### src/rtl/jesd204_pkg.sv
// +-----------------------------------------------------------------------+
// | jesd204_pkg : shared types and widths for the JESD204 LMFC block       |
// | Rev 1.0                                                               |
// +-----------------------------------------------------------------------+
`default_nettype none

package jesd204_pkg;

  localparam int c_CNT_W     = 8;
  localparam int c_STRETCH_W = 4;

  typedef enum logic [1:0] {
    WAIT_SYSREF = 2'd0,
    ALIGNED     = 2'd1,
    LOCKED      = 2'd2
  } lmfc_state_t;

endpackage

`default_nettype wire

### src/rtl/jesd204_event_stretch.sv
// +-----------------------------------------------------------------------+
// | jesd204_event_stretch : holds a one-cycle trigger high for STRETCH     |
// | cycles; a retrigger restarts the hold.  Rev 1.0                       |
// +-----------------------------------------------------------------------+
`default_nettype none

module jesd204_event_stretch
  import jesd204_pkg::*;
#(
  parameter logic [c_STRETCH_W-1:0] STRETCH = 4'd4
) (
  input  logic clk,
  input  logic rst,
  input  logic i_trigger,
  output logic o_event
);

  logic [c_STRETCH_W-1:0] r_cnt;
  logic                   r_event;

  // Output is registered so the downstream CDC synchronizer sees a clean level.
  always_ff @(posedge clk or posedge rst) begin
    if (rst) begin
      r_cnt   <= '0;
      r_event <= 1'b0;
    end else if (i_trigger) begin
      r_cnt   <= STRETCH;
      r_event <= 1'b1;
    end else begin
      if (r_cnt != '0) begin
        r_cnt <= r_cnt - c_STRETCH_W'(1);
      end
      r_event <= (r_cnt > c_STRETCH_W'(1));
    end
  end

  assign o_event = r_event;

endmodule

`default_nettype wire

### src/rtl/jesd204_lmfc.sv
// +-----------------------------------------------------------------------+
// | jesd204_lmfc : LMFC counter aligned to SYSREF, with stretched events. |
// | Optional alignment check: define JESD204_LMFC_ALIGN_CHECK_EN.  Rev 1.0|
// +-----------------------------------------------------------------------+
`default_nettype none

module jesd204_lmfc
  import jesd204_pkg::*;
#(
  parameter int DATA_PATH_WIDTH = 4,
  parameter int EVENT_STRETCH   = 4
) (
  input  logic               clk,
  input  logic               reset,
  input  logic               sysref,
  input  logic [c_CNT_W-1:0] cfg_beats_per_multiframe,
  input  logic [c_CNT_W-1:0] cfg_lmfc_offset,
  input  logic               cfg_sysref_oneshot,
  input  logic               cfg_sysref_disable,
  output logic               lmfc_edge,
  output logic               lmfc_clk,
  output logic [c_CNT_W-1:0] lmfc_counter,
  output logic               sysref_event,
  output logic               align_err_event,
  output logic               aligned
);

  // Stretch length clamped to the legal 1..15; a nonsensical beat width falls back to 1.
  localparam logic [c_STRETCH_W-1:0] c_STRETCH =
    (DATA_PATH_WIDTH < 1)  ? c_STRETCH_W'(1)  :
    (EVENT_STRETCH < 1)    ? c_STRETCH_W'(1)  :
    (EVENT_STRETCH > 15)   ? c_STRETCH_W'(15) :
                             c_STRETCH_W'(EVENT_STRETCH);

  lmfc_state_t        r_state;
  lmfc_state_t        w_state_nxt;
  logic               r_sysref;
  logic               w_sysref_edge;
  logic               w_accept;
  logic [c_CNT_W-1:0] r_lmfc_cnt;
  logic [c_CNT_W-1:0] w_cnt_nxt;
  logic               r_lmfc_edge;
  logic               r_lmfc_clk;

  assign w_sysref_edge = sysref & ~r_sysref;
  assign w_accept      = w_sysref_edge & ~cfg_sysref_disable & (r_state != LOCKED);

  always_ff @(posedge clk or posedge reset) begin
    if (reset) begin
      r_state <= WAIT_SYSREF;
    end else begin
      r_state <= w_state_nxt;
    end
  end

  always_comb begin
    w_state_nxt = r_state;
    case (r_state)
      WAIT_SYSREF: begin
        if (w_accept) begin
          w_state_nxt = cfg_sysref_oneshot ? LOCKED : ALIGNED;
        end
      end
      ALIGNED: w_state_nxt = ALIGNED;
      LOCKED:  w_state_nxt = LOCKED;
      default: w_state_nxt = WAIT_SYSREF;
    endcase
  end

  // A SYSREF load wins over the wrap; a shrunk multiframe overflows through 255 to 0.
  always_comb begin
    w_cnt_nxt = r_lmfc_cnt + c_CNT_W'(1);
    if (w_accept) begin
      w_cnt_nxt = (cfg_lmfc_offset > cfg_beats_per_multiframe) ? '0 : cfg_lmfc_offset;
    end else if (r_lmfc_cnt == cfg_beats_per_multiframe) begin
      w_cnt_nxt = '0;
    end
  end

  always_ff @(posedge clk or posedge reset) begin
    if (reset) begin
      r_sysref    <= 1'b0;
      r_lmfc_cnt  <= '0;
      r_lmfc_edge <= 1'b0;
      r_lmfc_clk  <= 1'b0;
    end else begin
      r_sysref    <= sysref;
      r_lmfc_cnt  <= w_cnt_nxt;
      r_lmfc_edge <= (w_cnt_nxt == '0);
      r_lmfc_clk  <= (w_cnt_nxt <= (cfg_beats_per_multiframe >> 1));
    end
  end

  assign lmfc_counter = r_lmfc_cnt;
  assign lmfc_edge    = r_lmfc_edge;
  assign lmfc_clk     = r_lmfc_clk;
  assign aligned      = (r_state != WAIT_SYSREF);

  jesd204_event_stretch #(
    .STRETCH (c_STRETCH)
  ) u_sysref_stretch (
    .clk       (clk),
    .rst       (reset),
    .i_trigger (w_accept),
    .o_event   (sysref_event)
  );

`ifdef JESD204_LMFC_ALIGN_CHECK_EN
  logic w_align_err;

  // Any non-disabled edge after alignment counts, including ones ignored in LOCKED.
  assign w_align_err = w_sysref_edge & ~cfg_sysref_disable &
                       (r_state != WAIT_SYSREF) &
                       (r_lmfc_cnt != cfg_lmfc_offset);

  jesd204_event_stretch #(
    .STRETCH (c_STRETCH)
  ) u_align_err_stretch (
    .clk       (clk),
    .rst       (reset),
    .i_trigger (w_align_err),
    .o_event   (align_err_event)
  );
`else
  assign align_err_event = 1'b0;
`endif

endmodule

`default_nettype wire

### config.mk
export PLATFORM = sky130hd
export DESIGN_NAME = jesd204_lmfc
export DESIGN_NICKNAME = d
export VERILOG_FILES = /design/src/rtl/jesd204_pkg.sv /design/src/rtl/jesd204_event_stretch.sv /design/src/rtl/jesd204_lmfc.sv
export SDC_FILE = /design/constraint.sdc
export NUM_CORES = 1
export LEC_CHECK = 0
export ABC_AREA = 0
export ABC_CLOCK_PERIOD_IN_PS = 2200
export CAP_MARGIN = 5
export CORE_ASPECT_RATIO = 0.6
export CORE_MARGIN = 4
export CORE_UTILIZATION = 44
export DETAILED_ROUTE_END_ITERATION = 8
export GPL_TIMING_DRIVEN = 0
export HOLD_SLACK_MARGIN = 0.02
export MAX_ROUTING_LAYER = met4
export PLACE_DENSITY = 0.83
export SLEW_MARGIN = 20
export SYNTH_ARGS = -nofsm -noshare
export SYNTH_HDL_FRONTEND = slang
export SYNTH_HIERARCHICAL = 1
export SYNTH_SLANG_ARGS = --single-unit
### constraint.sdc
create_clock -name clk -period 2.2 [get_ports clk]
set_input_delay 0.44 -clock clk [delete_from_list [all_inputs] [get_ports clk]]
set_output_delay 0.44 -clock clk [all_outputs]
set_load 0.02 [all_outputs]
==> run_summary.xml <==
<?xml version="1.0" encoding="UTF-8"?>
<metrics>
  <group name="yosys">
    <metric name="ys_dominant_reg_cell" unit="">sky130_fd_sc_hd__dfrtp_1</metric>
    <metric name="synth-edff-count" unit="">0</metric>
    <metric name="synth_sequential_area_ratio" unit="">0.324</metric>
    <metric name="synth_cell_types" unit="">41</metric>
    <metric name="synth-seq-cells" unit="">18</metric>
    <metric name="mappedNetlistArea" unit="sq um">1390</metric>
    <metric name="postSynthNetCount" unit="">182</metric>
    <metric name="synth_cells" unit="">143</metric>
    <metric name="postSynthAreaPerCell" unit="sq um">9.73</metric>
    <metric name="synth-async-reset-ratio" unit="">1.00</metric>
    <metric name="synthesis.yosys.warnings" unit="">6</metric>
  </group>
  <group name="cts">
    <metric name="clock-root-buffer" unit="">sky130_fd_sc_hd__clkbuf_8</metric>
    <metric name="insertion_delay" unit="ns">0.25</metric>
    <metric name="cts.hold.buffers_added" unit="">0</metric>
    <metric name="cts_tree" unit="">built</metric>
    <metric name="cts.sinks" unit="">18</metric>
    <metric name="tritoncts_buffer_count" unit="">3</metric>
    <metric name="cts.clk_slew.worst_paths" unit="ns">0.07</metric>
    <metric name="max-clock-path-buffers" unit="">2</metric>
    <metric name="ctsHtreeMaxLevel" unit="">1</metric>
  </group>
  <group name="cells_and_area">
    <metric name="fraction_of_layout_cells_with_a_size_suffix_above_1" unit="">0.409</metric>
    <metric name="multi_input_comb_area" unit="sq um">1060</metric>
    <metric name="post-route-cell-area" unit="sq um">2180</metric>
    <metric name="count_of_nets_after_finishing" unit="">233</metric>
    <metric name="antenna_cells" unit="">0</metric>
    <metric name="layout.cells.most_common_list" unit="">18 x sky130_fd_sc_hd__dfrtp_1, 15 x sky130_fd_sc_hd__buf_4, 14 x sky130_fd_sc_hd__clkdlybuf4s50_1, 11 x sky130_fd_sc_hd__buf_6</metric>
    <metric name="layout.cells.most_common" unit="">sky130_fd_sc_hd__dfrtp_1</metric>
    <metric name="syn_to_final_growth" unit="%">56.5</metric>
    <metric name="fillCellCount" unit="">214</metric>
    <metric name="seqCellArea" unit="sq um">450</metric>
    <metric name="final_util" unit="">0.739</metric>
  </group>
  <group name="placed_design">
    <metric name="postPlaceCellArea" unit="sq um">1770</metric>
    <metric name="gp_congestion" unit="">0.938</metric>
    <metric name="dp_hpwl" unit="um">3070</metric>
    <metric name="dp_slack" unit="ns">-1.23</metric>
    <metric name="port_buffers" unit="">32</metric>
  </group>
  <group name="route">
    <metric name="final_antenna_net_count" unit="">0</metric>
    <metric name="drc" unit="">0</metric>
    <metric name="dr.pass1.iters" unit="">4</metric>
    <metric name="route.vias.total" unit="">1265</metric>
    <metric name="detail_route.wl_per_cell" unit="um">17.4</metric>
    <metric name="dr.first_iter.drc_count" unit="">88</metric>
    <metric name="finalWirelength" unit="um">4090</metric>
    <metric name="avgViaCountPerCell" unit="">5.38</metric>
  </group>
  <group name="grt">
    <metric name="grt_pass1_vias" unit="">1362</metric>
    <metric name="first_pass_grt_wire_length" unit="um">6550</metric>
    <metric name="grt_use_total" unit="">0.217</metric>
    <metric name="initial_antenna_violation_count" unit="">0</metric>
    <metric name="grt_start_max_net_pins" unit="">14</metric>
    <metric name="grt_remaining_overflow" unit="">0</metric>
  </group>
  <group name="worst_setup_path">
    <metric name="worst-r2r-setup-slack" unit="ns">-0.28</metric>
    <metric name="ff2ff_path_depth" unit="">11</metric>
    <metric name="cp.arrival" unit="ns">2.67</metric>
    <metric name="worst_setup_path_start_kind" unit="">primary input</metric>
    <metric name="r2r_start" unit="">lmfc_counter[0]$_DFF_PP0_</metric>
    <metric name="critical_path_class" unit="">in2reg</metric>
    <metric name="worst-endpoint-required" unit="ns">2.37</metric>
    <metric name="endpoint_kind" unit="">register</metric>
    <metric name="worstReg2RegEnd" unit="">lmfc_clk$_DFF_PP0_</metric>
    <metric name="critPathLaunch" unit="">cfg_beats_per_multiframe[6]</metric>
    <metric name="critical_path_peak_fanout" unit="">8</metric>
  </group>
  <group name="timing">
    <metric name="clock.fmax" unit="MHz">401</metric>
    <metric name="whs" unit="ns">0.410</metric>
    <metric name="final.setup.worst_slack" unit="ns">-0.297</metric>
    <metric name="grt_setup_unrepaired" unit="">true</metric>
    <metric name="layout_worst_path_cycle_share" unit="">1.13</metric>
    <metric name="slew_headroom" unit="">0.652</metric>
    <metric name="timing.final.hold_violations" unit="">0</metric>
    <metric name="timing.clock.skew" unit="ns">0.00242</metric>
    <metric name="final-max-slew-violation-count" unit="">0</metric>
    <metric name="finalSetupViolations" unit="">1</metric>
    <metric name="min_clock_period_post_route" unit="ns">2.50</metric>
    <metric name="timing_worst_slew_pin_value" unit="ns">0.521</metric>
  </group>
  <group name="min_path">
    <metric name="min-delay-path-class" unit="">in2async</metric>
  </group>
  <group name="floorplan">
    <metric name="core" unit="sq um">2950</metric>
    <metric name="die_y" unit="um">51.6</metric>
    <metric name="dieArea" unit="sq um">4160</metric>
    <metric name="die_w" unit="um">80.6</metric>
    <metric name="core.rowCount" unit="">15</metric>
    <metric name="floorplan.io_pins" unit="">34</metric>
    <metric name="initial_utilization" unit="">0.472</metric>
  </group>
  <group name="power">
    <metric name="worst_ir_drop_vdd" unit="V">0.000674</metric>
    <metric name="p_leak" unit="nW">0.939</metric>
    <metric name="pwr_density_cell" unit="nW/um^2">1130</metric>
  </group>
  <group name="status">
    <metric name="failing_checks" unit="">setup timing</metric>
    <metric name="outcome" unit="">finished with violations</metric>
  </group>
  <group name="job">
    <metric name="max_cap_violations" unit="">0</metric>
  </group>
</metrics>
[registers in the layout (all words and copies together) (netlist names)]
signal                    count
u_sysref_stretch/r_cnt        4
lmfc_counter                  8
u_sysref_stretch/o_event      1
r_state                       2
lmfc_edge                     1
r_sysref                      1
lmfc_clk                      1
[critical path: stages]
cell	delay [ns]
sky130_fd_sc_hd__buf_6	0.08
sky130_fd_sc_hd__inv_2	0.04
sky130_fd_sc_hd__ha_4	0.26
sky130_fd_sc_hd__nand4_1	0.18
sky130_fd_sc_hd__o21a_1	0.27
sky130_fd_sc_hd__nor3_4	0.26
sky130_fd_sc_hd__buf_12	0.17
sky130_fd_sc_hd__o2bb2ai_2	0.13
sky130_fd_sc_hd__ha_1	0.28
sky130_fd_sc_hd__o21ai_1	0.14
sky130_fd_sc_hd__a31o_2	0.14
sky130_fd_sc_hd__a21oi_2	0.07
sky130_fd_sc_hd__a211oi_2	0.21
[synthesized netlist by cell type, types with 2 or more instances]
cell type,number,area share
sky130_fd_sc_hd__nand2_1,3,0.0081
sky130_fd_sc_hd__a21o_1,2,0.011
sky130_fd_sc_hd__nand3_1,5,0.018
sky130_fd_sc_hd__nor2_1,7,0.019
sky130_fd_sc_hd__a21oi_1,8,0.029
sky130_fd_sc_hd__ha_1,18,0.16
sky130_fd_sc_hd__mux2_2,3,0.024
sky130_fd_sc_hd__o211ai_1,2,0.011
sky130_fd_sc_hd__nor4_1,2,0.0090
sky130_fd_sc_hd__nor3_1,3,0.011
sky130_fd_sc_hd__xor2_1,4,0.025
sky130_fd_sc_hd__inv_1,16,0.043
sky130_fd_sc_hd__nor2b_1,5,0.022
sky130_fd_sc_hd__nand4_1,6,0.027
sky130_fd_sc_hd__o2bb2ai_1,5,0.031
sky130_fd_sc_hd__dfrtp_1,18,0.32
sky130_fd_sc_hd__o21ai_0,3,0.011
sky130_fd_sc_hd__xnor2_1,10,0.063
[how the worst max path moves through the flow]
stage               slack, ns            endpoint  cells after the start
floorplan               -0.33  lmfc_clk$_DFF_PP0_                     14
global route            -0.40  lmfc_clk$_DFF_PP0_                     13
detailed placement      -1.23  lmfc_clk$_DFF_PP0_                     15
finish                  -0.30  lmfc_clk$_DFF_PP0_                     13
CTS                     -0.31  lmfc_clk$_DFF_PP0_                     15
global placement        -1.19  lmfc_clk$_DFF_PP0_                     15
[report_power, final]
part	internal, W	total (W)	switching [W]
clock network	0.000159	0.000272	0.000113
registers	0.000480	0.000671	0.000191
logic	0.000781	0.00151	0.000727
[final cells by class]
class	instances	share of cell area
Clock buffer	4	0.0253
Sequential cell	18	0.207
Timing Repair Buffer	47	0.217
Multi-Input combinational cell	106	0.487
Tap cell	42	0.0241
Buffer	1	0.00345
Inverter	17	0.0362
[per-stage QoR]
step	power (W)	std cells	setup TNS (ns)
3_3_place_gp	0.00189	217	-2.88
5_1_grt	0.00263	235	-0.395
3_5_place_dp	0.00194	217	-3.28
2_1_floorplan	0.00146	143	-0.329
6_report	0.00245	235	-0.297
4_1_cts	0.00237	231	-0.313
[repair_timing]
action | CTS | global route
resized for setup | 103 | 34
pin swaps | 18 | 19
buffers inserted | 10 | 5
setup endpoints to repair | 3 | 1
[cell families (layout without fill, tap and decap cells)]
group / count (synthesis) / count (layout) / synth area share
simple gates: 41 / 41 / 0.181
compound gates: 29 / 29 / 0.159
buf+inv: 19 / 69 / 0.0594
fa+ha+maj: 18 / 18 / 0.162
flops: 18 / 18 / 0.324
xor+xnor: 14 / 14 / 0.0881
mux: 3 / 3 / 0.0243
other cells: 1 / 1 / 0.00270
[per-layer routing]
layer | track usage | wire (um) | vias to the layer above | part of all wire
li1 | - | - | 610 | -
met1 | 0.289 | 1840 | 599 | 0.45
met2 | 0.327 | 1880 | 50 | 0.46
met3 | 0.0657 | 330 | 6 | 0.081
met4 | 0.0506 | 40 | 0 | 0.0098
met5 | - | 0 | - | 0
Power figures use the tool's default switching activity.
